<file path="config.mk">
export PLATFORM = sky130hd
export DESIGN_NAME = mult_share_ctrl
export DESIGN_NICKNAME = d
export VERILOG_FILES = /design/src/rtl/mult_share_ctrl.sv
export SDC_FILE = /design/constraint.sdc
export NUM_CORES = 1
export LEC_CHECK = 0
export CAP_MARGIN = 20
export CORE_AREA = 3 3 152 154
export DETAILED_ROUTE_END_ITERATION = 10
export DIE_AREA = 0 0 155 157
export GPL_TIMING_DRIVEN = 0
export PLACE_DENSITY = 0.76
export SKIP_CTS_REPAIR_TIMING = 1
export SLEW_MARGIN = 15
export SYNTH_ARGS = -nofsm -noshare
export SYNTH_HDL_FRONTEND = slang
export SYNTH_SLANG_ARGS = --single-unit
export TNS_END_PERCENT = 30
</file>
<file path="constraint.sdc">
create_clock -name clock -period 5 [get_ports clock]
set_input_delay 0.5 -clock clock [delete_from_list [all_inputs] [get_ports clock]]
set_output_delay 0.5 -clock clock [all_outputs]
set_load 0.02 [all_outputs]
</file>
<file path="src/rtl/mult_share_ctrl.sv">
// mult_share_ctrl
// Round-robin front end that time-shares one start/done style multiplier
// (repeated-addition, not resettable) among N requesters. A grant latches the
// winner's operands, pulses mul_s once, lets the multiplier's done flag settle,
// then waits for completion or timeout and returns the product with a
// one-cycle done strobe to the served requester.
module mult_share_ctrl #(
  parameter int N          = 4,
  parameter int W          = 32,
  parameter int SETTLE_CYC = 3,
  parameter int TIMEOUT    = 4095
) (
  input  logic           clock,
  input  logic           reset,
  input  logic [N-1:0]   req,
  input  logic [N*W-1:0] a_flat,
  input  logic [N*W-1:0] b_flat,
  output logic [N-1:0]   done,
  output logic [W-1:0]   result,
  output logic           err,
  output logic           busy,
  output logic           mul_s,
  output logic [W-1:0]   mul_in1,
  output logic [W-1:0]   mul_in2,
  input  logic           mul_v,
  input  logic [W-1:0]   mul_data
);

  localparam int IDW           = (N > 1) ? $clog2(N) : 1;
  localparam int TW            = (TIMEOUT > 0) ? $clog2(TIMEOUT + 1) : 1;
  // SETTLE always lasts at least one cycle so a stale done flag is never
  // sampled in the cycle right after the start pulse.
  localparam int SETTLE_LAST_I = (SETTLE_CYC > 0) ? SETTLE_CYC - 1 : 0;
  localparam int SW            = (SETTLE_LAST_I > 1) ? $clog2(SETTLE_LAST_I + 1) : 1;

  localparam logic [TW-1:0]  TIMEOUT_T   = TW'(TIMEOUT);
  localparam logic [SW-1:0]  SETTLE_LAST = SW'(SETTLE_LAST_I);
  localparam logic [IDW-1:0] LAST_ID     = IDW'(N - 1);
  localparam logic [IDW:0]   N_EXT       = (IDW + 1)'(N);

  typedef enum logic [2:0] {
    DRAIN,
    IDLE,
    START,
    SETTLE,
    WAIT,
    DONE
  } state_t;

  state_t         state_reg, state_next;
  logic [IDW-1:0] ptr_reg, ptr_next;
  logic [IDW-1:0] id_reg, id_next;
  logic [W-1:0]   in1_reg, in1_next;
  logic [W-1:0]   in2_reg, in2_next;
  logic [W-1:0]   result_reg, result_next;
  logic           err_reg, err_next;
  logic           timeout_reg, timeout_next;
  logic [SW-1:0]  settle_reg, settle_next;
  logic [TW-1:0]  timer_reg, timer_next;

  logic [W-1:0]   a_arr [N];
  logic [W-1:0]   b_arr [N];
  logic [N-1:0]   req_rot;
  logic [IDW-1:0] grant_off;
  logic [IDW:0]   grant_sum;
  logic [IDW-1:0] grant_id;
  logic           grant_valid;

  // Per-requester operand slicing, request rotation and done decode.
  // req_rot[k] is the request of requester (ptr + k) mod N, so the lowest set
  // bit of req_rot is the next requester in round-robin order.
  genvar gi;
  generate
    for (gi = 0; gi < N; gi = gi + 1) begin : g_req
      localparam logic [IDW-1:0] GI_ID  = IDW'(gi);
      localparam logic [IDW:0]   GI_EXT = (IDW + 1)'(gi);
      logic [IDW:0] rot_sum;

      assign a_arr[gi] = a_flat[gi*W +: W];
      assign b_arr[gi] = b_flat[gi*W +: W];
      assign done[gi]  = (state_reg == DONE) && (id_reg == GI_ID);

      // rotate the request vector by the round-robin pointer
      always_comb begin
        rot_sum = {1'b0, ptr_reg} + GI_EXT;
        if (rot_sum >= N_EXT) rot_sum = rot_sum - N_EXT;
      end

      assign req_rot[gi] = req[rot_sum[IDW-1:0]];
    end
  endgenerate

  // pick the first active requester at or after the pointer (mod N)
  always_comb begin
    grant_valid = |req_rot;
    grant_off   = '0;
    for (int k = N - 1; k >= 0; k--) begin
      if (req_rot[k]) grant_off = IDW'(k);
    end
    grant_sum = {1'b0, ptr_reg} + {1'b0, grant_off};
    if (grant_sum >= N_EXT) grant_sum = grant_sum - N_EXT;
    grant_id = grant_sum[IDW-1:0];
  end

  // next-state and datapath update for the scheduler FSM
  always_comb begin
    state_next   = state_reg;
    ptr_next     = ptr_reg;
    id_next      = id_reg;
    in1_next     = in1_reg;
    in2_next     = in2_reg;
    result_next  = result_reg;
    err_next     = err_reg;
    timeout_next = timeout_reg;
    settle_next  = settle_reg;
    timer_next   = timer_reg;

    case (state_reg)
      // The multiplier keeps running across our reset and ignores a start
      // while busy, so let any in-flight operation finish before serving.
      DRAIN: begin
        if (mul_v || (timer_reg == TIMEOUT_T)) begin
          state_next = IDLE;
          timer_next = '0;
        end else begin
          timer_next = timer_reg + 1'b1;
        end
      end

      IDLE: begin
        if (grant_valid) begin
          id_next    = grant_id;
          in1_next   = a_arr[grant_id];
          in2_next   = b_arr[grant_id];
          state_next = START;
        end
      end

      START: begin
        settle_next = '0;
        state_next  = SETTLE;
      end

      // mul_v may still be high from the previous product here; ignore it.
      SETTLE: begin
        if (settle_reg == SETTLE_LAST) begin
          timer_next = '0;
          state_next = WAIT;
        end else begin
          settle_next = settle_reg + 1'b1;
        end
      end

      WAIT: begin
        if (mul_v) begin
          result_next  = mul_data;
          err_next     = 1'b0;
          timeout_next = 1'b0;
          state_next   = DONE;
        end else if (timer_reg == TIMEOUT_T) begin
          result_next  = '0;
          err_next     = 1'b1;
          timeout_next = 1'b1;
          state_next   = DONE;
        end else begin
          timer_next = timer_reg + 1'b1;
        end
      end

      // A timed-out multiplier is still busy, so drain it before the next grant.
      DONE: begin
        ptr_next     = (id_reg == LAST_ID) ? '0 : id_reg + 1'b1;
        timer_next   = '0;
        timeout_next = 1'b0;
        state_next   = timeout_reg ? DRAIN : IDLE;
      end

      default: begin
        state_next = DRAIN;
        timer_next = '0;
      end
    endcase
  end

  // state and datapath registers, asynchronously cleared into DRAIN
  always_ff @(posedge clock or posedge reset) begin
    if (reset) begin
      state_reg   <= DRAIN;
      ptr_reg     <= '0;
      id_reg      <= '0;
      in1_reg     <= '0;
      in2_reg     <= '0;
      result_reg  <= '0;
      err_reg     <= 1'b0;
      timeout_reg <= 1'b0;
      settle_reg  <= '0;
      timer_reg   <= '0;
    end else begin
      state_reg   <= state_next;
      ptr_reg     <= ptr_next;
      id_reg      <= id_next;
      in1_reg     <= in1_next;
      in2_reg     <= in2_next;
      result_reg  <= result_next;
      err_reg     <= err_next;
      timeout_reg <= timeout_next;
      settle_reg  <= settle_next;
      timer_reg   <= timer_next;
    end
  end

  assign result  = result_reg;
  assign err     = err_reg;
  assign mul_in1 = in1_reg;
  assign mul_in2 = in2_reg;
  assign mul_s   = (state_reg == START);
  assign busy    = (state_reg != IDLE);

endmodule
</file>
-- After elaboration in Yosys (flattened, before gate mapping)
Cells that the tools add are included.
- muxes and demuxes: 43
- reduce and logical (&&, ||, !) cells: 18
- order comparisons: 10
- add/sub/neg operators: 12
- equal/unequal tests: 18
- bitwise gates (word level): 2
- operators with widths (operator ; number):
    32-bit two-way mux ; 6
    32-bit binary-select mux with 2-bit select ; 2
    12-bit two-way mux ; 4
    12-bit one-hot mux with 4 select lines ; 1
    2-bit two-way mux ; 11
    3-bit one-hot mux with 6 select lines ; 1
    3-bit >= comparator, second input constant ; 5
    3-bit two-way mux ; 5
    12-bit by 1-bit adder with 12-bit output, second input constant ; 1
    12-bit == test, second input constant ; 1
    2-bit by 3-bit less-than comparator with 1-bit output, second input constant ; 4
    2-bit inequality test, second input constant ; 6
    2-bit by 1-bit subtractor with 2-bit output, second input constant ; 5
    1-bit binary-select mux with 2-bit select ; 4
    2-bit AND reduction ; 4
    4-bit AND reduction ; 2
    1-bit two-way mux ; 7
    2-bit by 2-bit adder with 3-bit output, second input constant ; 2
    2-bit == test, second input constant ; 3
    3-bit by 2-bit == test with 1-bit output, second input constant ; 2
    3-bit == test, second input constant ; 2
    2-bit nonzero test ; 3
    2-bit by 1-bit adder with 2-bit output, second input constant ; 2
    1-bit logical AND ; 4
    other kinds (16) ; 16
- logic and storage cells: 113
- bits of input ports: 295
- output and inout port bits: 103
- flip-flop bits (word level): 119

-- Depth between registers and ports, before layout
Gate-level depths: netlist of run 1.
- depth after elaboration: 16
- depth in mapped cells: 13
- mapped depth without buffers: 10

-- Least setup slack after synthesis of run 1
No wires, ideal clock.
- path kind: flip-flop to flip-flop
- from: reg ptr_reg[0]
- to: reg in1_reg[29], in the netlist mul_in1[29]
- buffers on the path: 4
- path slack: 2.363 ns
- clock period less this slack: 2.637 ns
- arrival: 2.542 ns
- stages on the path, launching flop included: 13
- setup time: 0.095 ns
- data required time: 4.905 ns
- cells stage by stage: dfrtp_1 buf_6 and3b_1 a21oi_1 nor2_1 a21oi_1 o221ai_1 ha_1 clkbuf_1 clkbuf_1 clkbuf_1 a221oi_1 o31ai_1
- cells in the longest elaborated chain, start to end: 16
- elaborated cells on any way between the ends: 37
- classes of those cells: add/sub: 9; order compare: 5; mux: 20; bitwise: 1; reduce/logical: 2
- ends and longest elaborated chain (element ; line ; source):
    from (decl) ; 51 ; logic [IDW-1:0] ptr_reg, ptr_next;
    from (signal assigned) ; 200 ; ptr_reg <= ptr_next;
    2-bit by 2-bit adder with 3-bit output ; 85 ; rot_sum = {1'b0, ptr_reg} + GI_EXT;
    3-bit >= comparator or 2-bit by 1-bit subtractor with 2-bit output (tied branches) ; 86 ; if (rot_sum >= N_EXT) rot_sum = rot_sum - N_EXT;
    2-bit two-way mux ; 86 ;
    1-bit binary-select mux with 2-bit select ; 89 ; assign req_rot[gi] = req[rot_sum[IDW-1:0]];
    1-bit two-way mux (implied by the code) ; 89 ;
    2-bit two-way mux (4 in series) ; 98 ; if (req_rot[k]) grant_off = IDW'(k);
    2-bit by 2-bit adder with 3-bit output * ; 100 ; grant_sum = {1'b0, ptr_reg} + {1'b0, grant_off};
    3-bit >= comparator or 2-bit by 1-bit subtractor with 2-bit output (tied branches) ; 101 ; if (grant_sum >= N_EXT) grant_sum = grant_sum - N_EXT;
    2-bit two-way mux * ; 101 ;
    named net grant_sum[0] ; 65 ; logic [IDW:0] grant_sum;
    2-bit NOT with 3-bit output (implied by the code) * ; 133 ; in1_next = a_arr[grant_id];
    32-bit binary-select mux with 2-bit select * ; 133 ;
    32-bit two-way mux (implied by the code) * (2 in series) ; 133 ;
    to (signal assigned) ; 202 ; in1_reg <= in1_next;
    to (decl) ; 53 ; logic [W-1:0] in1_reg, in1_next;
Mark *: on every way through the listed nets, which the timed path passes. The rest lies on a longest branch. The select of a mux whose other input is x is not followed.
A chain may end at the register's enable or synchronous reset.

-- Worst setup path in the final report of run 1
- from: in req[1]
- to: reg in1_reg[28], in the netlist mul_in1[28]
- cells in the longest elaborated chain, start to end: 13
- elaborated cells on any way between the ends: 22
- classes of those cells: add/sub: 2; order compare: 1; mux: 16; bitwise: 1; reduce/logical: 2
- ends and longest elaborated chain (element ; line ; source):
    from (decl) ; 15 ; input logic [N-1:0] req,
    1-bit binary-select mux with 2-bit select ; 89 ;
    1-bit two-way mux (implied by the code) ; 89 ;
    2-bit two-way mux (3 in series) ; 98 ;
    2-bit two-way mux * ; 98 ;
    2-bit by 2-bit adder with 3-bit output * ; 100 ;
    3-bit >= comparator or 2-bit by 1-bit subtractor with 2-bit output (tied branches) ; 101 ;
    2-bit two-way mux * ; 101 ;
    named net grant_sum[0] ; 65 ;
    2-bit NOT with 3-bit output (implied by the code) * ; 133 ;
    32-bit binary-select mux with 2-bit select * ; 133 ;
    32-bit two-way mux (implied by the code) * (2 in series) ; 133 ;
Marks and branches as above.

==> flow_summary.yaml, run 1 <==
cts:
  clk_pin_slew_worst_paths_ns: 0.06
  worstSkewPairLatency_ns: 0.42
  numCtsBuffers: 17
  root_buffer: "clkbuf_16"
  cts_tree: "yes"
  htree_levels: 4
  clockBufferDepth: 2
  clock-sinks: 119
job:
  drv_cap: 0
synthesis:
  avgSynthCellArea_um2: 9.53
  synth_cells: 761
  async_reset_ff_frac: 1.00
  synthFlopType: "dfrtp_1"
  synth_edf_count: 0
  synth.cell_area_um2: 7250
  ys_types: 45
  yosysSeqAreaShare: 0.411
  syn-num-nets: 1063
  ys_ff_latch: 119
  synth_warnings: 0
placement:
  io_buffers: 397
  post-place-ws_ns: 0.465
  dp.cells: 1439
  place.gp.congestion: 0.904
  dp_hpwl_um: 25200
routing:
  antenna_left: 0
  num_vias: 7997
  avgRoutedWirePerCell_um: 21.9
  wirelength_um: 32300
  drc: 0
  viasPerCell: 5.43
  drt_pass1_iterations: 5
  drtIter0Drc: 573
setup_path:
  endpoint: "mul_in1[28]"
  cp.arrival_ns: 4.37
  r2r_start: "ptr_reg[0]"
  reg2reg_slack_ns: 1.13
  end_kind: "register"
  ff2ff_path_depth: 12
  start_kind: "primary input"
  critPathLaunch: "req[1]"
  worst_r2r_endpoint: "mul_in1[28]"
  critPathKind: "in2reg"
  cp_max_fo: 10
  critPathRequiredTime_ns: 5.31
run_status:
  status: "complete, no violations"
timing:
  worstMarginPinSlew_ns: 0.756
  slew_headroom: 0.496
  period_needed_ns: 4.05
  fin_skew_ns: 0.0125
  post-route-period-util: 0.811
  grt_setup_unrepaired: "no"
  setup_viol: 0
  layout_setup_ws_ns: 0.946
  fmax_ghz: 0.247
  slew_violations: 0
  hold_violations: 0
global_routing:
  overflow: 0
  grt_pass1_wl_um: 46900
  grt_max_degree: 61
  first_global_vias: 7896
  antenna_found_initial: 6
  track_usage: 0.252
power:
  leakage_nw: 4.85
  clkPwrFrac: 0.179
  p_per_area_nw_per_um2: 570
  p_int_mw: 3.83
  vdd_ir_drop_max_v: 0.000260
  p_switching_mw: 3.13
  pwr-share-seq: 0.218
  netSwitchingFraction: 0.450
  combPwrFrac: 0.603
floorplanning:
  dieArea_um2: 24300
  die_h_um: 157
  row_count: 54
  die_w_um: 155
  initial_core_util: 0.332
  ioPinCount: 398
  placeableCoreArea_um2: 21800
layout:
  fin_cells: 1474
  layout.nets: 1480
  areaGrowthSynthToFinish_pct: 68.4
  mostFrequentLayoutCell: "clkdlybuf4s50_1"
  drive_gt1_frac: 0.0563
  mostFrequentLayoutCells: "clkdlybuf4s50_1 (397), nor2b_1 (133), dfrtp_1 (119)"
worst_hold_path:
  hold_class: "reg2reg"
## Yosys cell counts (2+ instances only)
master | number | area (um^2)
a2111oi_0 | 43 | 377
a2111oi_1 | 21 | 210
a21oi_1 | 6 | 30.0
a221o_1 | 3 | 30.0
a221oi_1 | 64 | 561
a22o_1 | 42 | 368
and2_1 | 5 | 31.3
and3_1 | 6 | 37.5
and3b_1 | 2 | 17.5
buf_2 | 14 | 70.1
buf_4 | 7 | 52.6
buf_6 | 7 | 78.8
clkbuf_1 | 56 | 210
dfrtp_1 | 119 | 2980
ha_1 | 7 | 87.6
inv_1 | 4 | 15.0
mux2_2 | 5 | 56.3
nand2_1 | 83 | 312
nand2b_1 | 5 | 31.3
nand3_1 | 2 | 10.0
nand4_1 | 2 | 12.5
nor2_1 | 17 | 63.8
nor2b_1 | 133 | 832
nor3_1 | 7 | 35.0
nor3b_1 | 3 | 22.5
o21a_1 | 2 | 15.0
o21ai_0 | 10 | 50.1
o21ai_1 | 2 | 10.0
o22ai_1 | 2 | 12.5
o31ai_1 | 65 | 488
or2_1 | 2 | 12.5
or3_1 | 2 | 12.5
## power groups by stage
stage	sequential (mW)	clock [mW]	combinational, mW
after floorplan	1.89	0	2.07
after global placement	1.52	0	4.13
after detailed placement	1.53	0	4.19
after CTS	1.52	1.27	4.20
after global routing	1.56	1.31	4.54
final	1.52	1.25	4.19
## final cells by class
cell class,count,area [um^2]
sequential,119,2980
buffer,85,415
inverter,4,20.0
multi-input combinational,553,3840
timing repair buffer,398,4000
antenna,5,12.5
fill,1983,9620
clock inverter,9,126
tap,280,350
clock buffer,21,460
## per-stage QoR
step            util  TNS (ns)  hold slack, ns  power [mW]  area (um^2)
3_3_place_gp   0.530    -64.29           0.459        5.65        11600
5_1_grt        0.559         0           0.501        7.41        12200
4_1_cts        0.559         0           0.477        6.99        12200
3_5_place_dp   0.532         0           0.465        5.72        11600
2_1_floorplan      -         0           0.457        3.95         7250
6_report       0.559         0           0.476        6.96        12200
## critical path: stages
cell	delay (ns)
clkdlybuf4s50_1	0.59
and3b_1	0.21
a21oi_1	0.11
nor2_1	0.05
a21oi_1	0.11
o221ai_1	0.13
ha_1	0.44
clkbuf_1	0.57
clkbuf_1	0.53
clkbuf_1	0.61
a221oi_1	0.26
o31ai_1	0.26
## worst min-delay path by stage
stage	cells past startpoint	endpoint	startpoint
after floorplan	2	timer_reg[1]	timer_reg[1]
after global placement	2	mul_in2[2]	mul_in2[2]
after detailed placement	2	mul_in1[20]	mul_in1[20]
after CTS	2	mul_in1[20]	mul_in1[20]
after global routing	2	mul_in2[11]	mul_in2[11]
final	2	mul_in2[11]	mul_in2[11]
## layer usage
| layer | routed length, um | track usage | vias up | part of all wire |
|---|---|---|---|---|
| met5 | 28 | 0 | - | 0.00087 |
| met4 | 911 | 0.0984 | 4 | 0.028 |
| met3 | 2480 | 0.0641 | 51 | 0.077 |
| met2 | 16300 | 0.431 | 363 | 0.50 |
| met1 | 12700 | 0.305 | 3822 | 0.39 |
| li1 | - | - | 3757 | - |
## logic make-up after synthesis
| group | synth area share |
|---|---|
| AO/OA/AOI/OAI | 0.305 |
| XOR/XNOR | 0.00242 |
| adder cells (fa/ha/maj) | 0.0121 |
| buffers and inverters | 0.0594 |
| flip-flops | 0.411 |
| multiplexers | 0.00983 |
| AND/OR/NAND/NOR | 0.201 |
No activity file was read; power rests on OpenSTA's default activity.
==> inputs of run 2 (changes only) <==
--- a/config.mk
+++ b/config.mk
@@ -6,9 +6,9 @@
 export NUM_CORES = 1
 export LEC_CHECK = 0
 export CAP_MARGIN = 20
-export CORE_AREA = 3 3 152 154
+export CORE_AREA = 3 3 155 157
 export DETAILED_ROUTE_END_ITERATION = 10
-export DIE_AREA = 0 0 155 157
+export DIE_AREA = 0 0 158 160
 export GPL_TIMING_DRIVEN = 0
 export PLACE_DENSITY = 0.76
 export SKIP_CTS_REPAIR_TIMING = 1
==> constraint.sdc (replaced) <==
create_clock -name clock -period 3.3 [get_ports clock]
set_input_delay 0.33 -clock clock [delete_from_list [all_inputs] [get_ports clock]]
set_output_delay 0.33 -clock clock [all_outputs]
set_load 0.02 [all_outputs]
==> run 2 against run 1 <==
  * Largest power group unchanged
  * Cell area is 0.98% higher
  * Highest routed layer unchanged
  * Via count is 1.8% higher
  * Register-to-register slack worse by 0.90 ns
  * Setup slack worse by 0.74 ns
  * Non-clock buffer count is 3 higher
  * Critical path depth stayed put
  * Utilization is 1.5 points lower
  * Die area is 3.9% higher
==> flow_summary.yaml, run 2 (synthesized netlist as in run 1, its figures left out) <==
cts:
  root_buffer: "clkbuf_16"
  clk_pin_slew_worst_paths_ns: 0.06
  htree_levels: 4
  numCtsBuffers: 17
  clockBufferDepth: 2
  clock-sinks: 119
  worstSkewPairLatency_ns: 0.42
  cts_tree: "yes"
setup_path:
  worst_r2r_endpoint: "mul_in1[29]"
  ff2ff_path_depth: 12
  r2r_start: "ptr_reg[0]"
  end_kind: "register"
  cp.arrival_ns: 3.42
  critPathRequiredTime_ns: 3.62
  cp_max_fo: 10
  critPathKind: "in2reg"
  start_kind: "primary input"
  reg2reg_slack_ns: 0.23
layout:
  drive_gt1_frac: 0.0762
  fin_area_um2: 12300
  mostFrequentLayoutCells: "clkdlybuf4s50_1 (397), nor2b_1 (133), dfrtp_1 (119)"
  areaGrowthSynthToFinish_pct: 70.0
  fin_cells: 1480
  layout.nets: 1483
  post-route-util: 0.544
  mostFrequentLayoutCell: "clkdlybuf4s50_1"
floorplanning:
  initial_core_util: 0.320
  dieArea_um2: 25300
  ioPinCount: 398
  placeableCoreArea_um2: 22600
  die_h_um: 160
  row_count: 55
  die_w_um: 158
placement:
  io_buffers: 397
  dp_hpwl_um: 25400
  dp.cells: 1447
  dpl_cell_area_um2: 11700
  place.gp.congestion: 0.919
timing:
  setup_viol: 0
  slew_headroom: 0.520
  fin_skew_ns: 0.0115
  grt_setup_unrepaired: "no"
  post-route-period-util: 0.939
  timing.hold.ws_ns: 0.311
  period_needed_ns: 3.10
  worstMarginPinSlew_ns: 0.720
  slew_violations: 0
  hold_violations: 0
  fmax_ghz: 0.323
routing:
  drc: 0
  viasPerCell: 5.50
  num_vias: 8142
  wirelength_um: 32100
  antenna_left: 0
  drt_pass1_iterations: 5
  drtIter0Drc: 436
  avgRoutedWirePerCell_um: 21.7
global_routing:
  grt.met2_usage: 0.434
  grt_pass1_wl_um: 47100
  met3_usage: 0.0610
  met1_usage: 0.281
  overflow: 0
  grt_max_degree: 34
  antenna_found_initial: 3
  track_usage: 0.243
  grt_busiest_layer: "met2"
  first_global_vias: 8131
run_status:
  status: "complete, no violations"
power:
  leakage_nw: 4.93
  vdd_ir_drop_max_v: 0.000426
  p_per_area_nw_per_um2: 866
  total_power_mw: 10.7
job:
  drv_cap: 0
worst_hold_path:
  hold_class: "in2async"
run 2: changes by cell type in the layout (fill, tap and decap cells not counted), sizes merged:
cell	before	now
buf	30	33
clkbuf	77	74
clkinv	5	6
clkinvlp	1	4
diode	5	1
inv	4	5
run 2: stage by stage:
| step | TNS, ns | worst slack [ns] |
|---|---|---|
| 2_1_floorplan | 0 | 0.663 |
| 3_3_place_gp | -51.01 | -0.953 |
| 3_5_place_dp | -56.16 | -1.05 |
| 4_1_cts | -27.81 | -0.615 |
| 5_1_grt | 0 | 0.00397 |
| 6_report | 0 | 0.203 |
run 2: power by group:
group / switching, mW / internal, mW / leakage, nW / total, mW
Sequential: 0.315 / 2.00 / 1.53 / 2.31
Combinational: 3.78 / 2.65 / 3.11 / 6.44
Clock: 0.729 / 1.19 / 0.287 / 1.92
run 2: layout make-up:
| type | count | area, um^2 |
|---|---|---|
| antenna | 1 | 2.50 |
| timing repair buffer | 401 | 4070 |
| clock inverter | 14 | 175 |
| clock buffer | 18 | 429 |
| fill | 2066 | 10300 |
| multi-input combinational | 553 | 3850 |
| inverter | 4 | 18.8 |
| sequential | 119 | 2980 |
| buffer | 85 | 443 |
| tap | 285 | 357 |
run 2: critical path, cell delays in order:
cell,delay [ns]
clkdlybuf4s50_1,0.61
and3b_1,0.21
a21oi_1,0.11
nor2_1,0.05
a21oi_1,0.11
o221ai_1,0.15
ha_1,0.48
buf_2,0.31
clkbuf_2,0.33
clkbuf_4,0.33
a221oi_1,0.13
o31ai_1,0.26
run 2: how the worst max path moves through the flow:
stage,start,end,cells past startpoint
6_report,req[1],mul_in1[29],12
2_1_floorplan,ptr_reg[0],mul_in1[29],12
4_1_cts,ptr_reg[0],mul_in1[29],12
5_1_grt,ptr_reg[0],mul_in1[12],12
3_3_place_gp,req[1],mul_in1[30],12
3_5_place_dp,req[1],mul_in1[29],12
run 2: metal layers:
| layer | wire length, um | vias up | share of wire |
|---|---|---|---|
| met1 | 12200 | 3915 | 0.38 |
| met5 | 25 | - | 0.00078 |
| met2 | 16400 | 387 | 0.51 |
| met4 | 1050 | 4 | 0.033 |
| li1 | - | 3766 | - |
| met3 | 2480 | 70 | 0.077 |
==> inputs of run 3 (changes only) <==
--- a/config.mk
+++ b/config.mk
@@ -5,6 +5,7 @@
 export SDC_FILE = /design/constraint.sdc
 export NUM_CORES = 1
 export LEC_CHECK = 0
+export ABC_AREA = 0
 export CAP_MARGIN = 20
 export CORE_AREA = 3 3 155 157
 export DETAILED_ROUTE_END_ITERATION = 10
@@ -12,7 +13,7 @@
 export GPL_TIMING_DRIVEN = 0
 export PLACE_DENSITY = 0.76
 export SKIP_CTS_REPAIR_TIMING = 1
-export SLEW_MARGIN = 15
+export SLEW_MARGIN = 20
 export SYNTH_ARGS = -nofsm -noshare
 export SYNTH_HDL_FRONTEND = slang
 export SYNTH_SLANG_ARGS = --single-unit
==> run 3 against run 2 <==
  * Cell area hardly changed
  * Die area stayed put
  * Final cell count did not move
  * Highest routed layer unchanged
  * Hold slack better by 0.0049 ns
  * Critical path type unchanged
==> flow_summary.yaml, run 3 (synthesized netlist as in run 1, its figures left out) <==
timing:
  fin_tns_setup_ns: 0
  period_needed_ns: 3.11
  fmax_ghz: 0.322
  worstMarginPinSlew_ns: 0.682
  fin_skew_ns: 0.0124
  setup_viol: 0
  slew_headroom: 0.545
  post-route-period-util: 0.941
  layout_setup_ws_ns: 0.195
  hold_violations: 0
  slew_violations: 0
job:
  drv_cap: 0
power:
  leakage_nw: 4.93
  p_int_mw: 5.81
  vdd_ir_drop_max_v: 0.000432
  p_per_area_nw_per_um2: 863
  netSwitchingFraction: 0.453
  pwr-share-seq: 0.218
  combPwrFrac: 0.603
  p_switching_mw: 4.81
  clkPwrFrac: 0.179
  total_power_mw: 10.6
placement:
  io_buffers: 397
  dp_hpwl_um: 25200
  post-place-ws_ns: -1.07
  place.gp.congestion: 0.919
routing:
  drtIter0Drc: 462
  drt_pass1_iterations: 5
  drc: 0
  antenna_left: 0
  wirelength_um: 32100
  viasPerCell: 5.42
  num_vias: 8026
  avgRoutedWirePerCell_um: 21.7
floorplanning:
  placeableCoreArea_um2: 22600
  die_w_um: 158
  initial_core_util: 0.320
  ioPinCount: 398
  dieArea_um2: 25300
  row_count: 55
  die_h_um: 160
cts:
  numCtsBuffers: 17
  htree_levels: 4
  clockBufferDepth: 2
  clk_pin_slew_worst_paths_ns: 0.06
  root_buffer: "clkbuf_16"
  worstSkewPairLatency_ns: 0.42
  cts_tree: "yes"
  clock-sinks: 119
setup_path:
  reg2reg_slack_ns: 0.23
  cp.arrival_ns: 3.41
  worst_r2r_endpoint: "mul_in1[12]"
  start_kind: "primary input"
  ff2ff_path_depth: 12
  critPathKind: "in2reg"
  r2r_start: "ptr_reg[0]"
  end_kind: "register"
  cp_max_fo: 10
  critPathLaunch: "req[1]"
  endpoint: "mul_in1[12]"
  critPathRequiredTime_ns: 3.61
layout:
  areaGrowthSynthToFinish_pct: 69.9
  mostFrequentLayoutCell: "clkdlybuf4s50_1"
  drive_gt1_frac: 0.0762
  layout.nets: 1483
  mostFrequentLayoutCells: "clkdlybuf4s50_1 (397), nor2b_1 (133), dfrtp_1 (119)"
  nFillCells: 2064
global_routing:
  grt_max_degree: 32
  grt_pass1_wl_um: 47100
  overflow: 0
  first_global_vias: 8169
  antenna_found_initial: 3
  track_usage: 0.243
worst_hold_path:
  hold_class: "in2async"
run_status:
  status: "complete, no violations"
-- run 3: cell types whose count changed in the layout (fill, tap and decap cells not counted), moves of 2 or more --
cell / before / now
clkbuf_2: 12 / 10
clkbuf_8: 0 / 2
clkinv_4: 4 / 2
inv_6: 2 / 4
-- run 3: power groups by stage --
stage | registers [mW] | logic [mW] | clock network [mW]
floorplan | 2.86 | 3.13 | 0
global placement | 2.31 | 6.24 | 0
detailed placement | 2.34 | 6.34 | 0
CTS | 2.32 | 6.36 | 1.93
global route | 2.37 | 6.96 | 2.00
finish | 2.32 | 6.41 | 1.90
-- run 3: metrics by stage --
step                instances   util  instance area, um^2  hold slack, ns
global placement         1443  0.512                11600           0.460
finish                   1480  0.544                12300           0.316
detailed placement       1447  0.516                11700           0.465
floorplan                 761      -                 7250           0.457
global route             1480  0.544                12300           0.342
CTS                      1479  0.542                12300           0.312
-- run 3: worst max-delay path, cell delays in order --
cell and delay [ns]:
clkdlybuf4s50_1 0.61, and3b_1 0.21, a21oi_1 0.12, nor2_1 0.05, a21oi_1 0.12, o221ai_1 0.16
ha_1 0.48, clkbuf_4 0.29, buf_2 0.29, clkbuf_2 0.32, a221oi_1 0.14, o31ai_1 0.29
-- run 3: worst min path at each step --
stage,slack (ns),to,cells past startpoint
CTS,0.31,result[14],2
detailed placement,0.46,mul_in2[10],2
global placement,0.46,mul_in2[26],2
global route,0.34,result[17],2
floorplan,0.46,timer_reg[1],2
finish,0.32,result[14],2
-- run 3: layout make-up --
class,count,area (um^2),area share
Tap cell,285,357,0.0290
Antenna cell,1,2.50,0.000203
Clock buffer,19,453,0.0368
Timing Repair Buffer,401,4070,0.330
Buffer,85,442,0.0359
Multi-Input combinational cell,553,3850,0.313
Sequential cell,119,2980,0.242
Clock inverter,13,143,0.0116
Inverter,4,18.8,0.00152
-- run 3: per-layer routing --
metal / GRT usage / part of all wire / wire length, um / up-vias
li1: - / - / - / 3763
met1: 0.279 / 0.37 / 12000 / 3823
met2: 0.429 / 0.51 / 16300 / 377
met3: 0.0691 / 0.084 / 2710 / 59
met4: 0.0872 / 0.033 / 1070 / 4
met5: 0 / 0.00084 / 27 / -
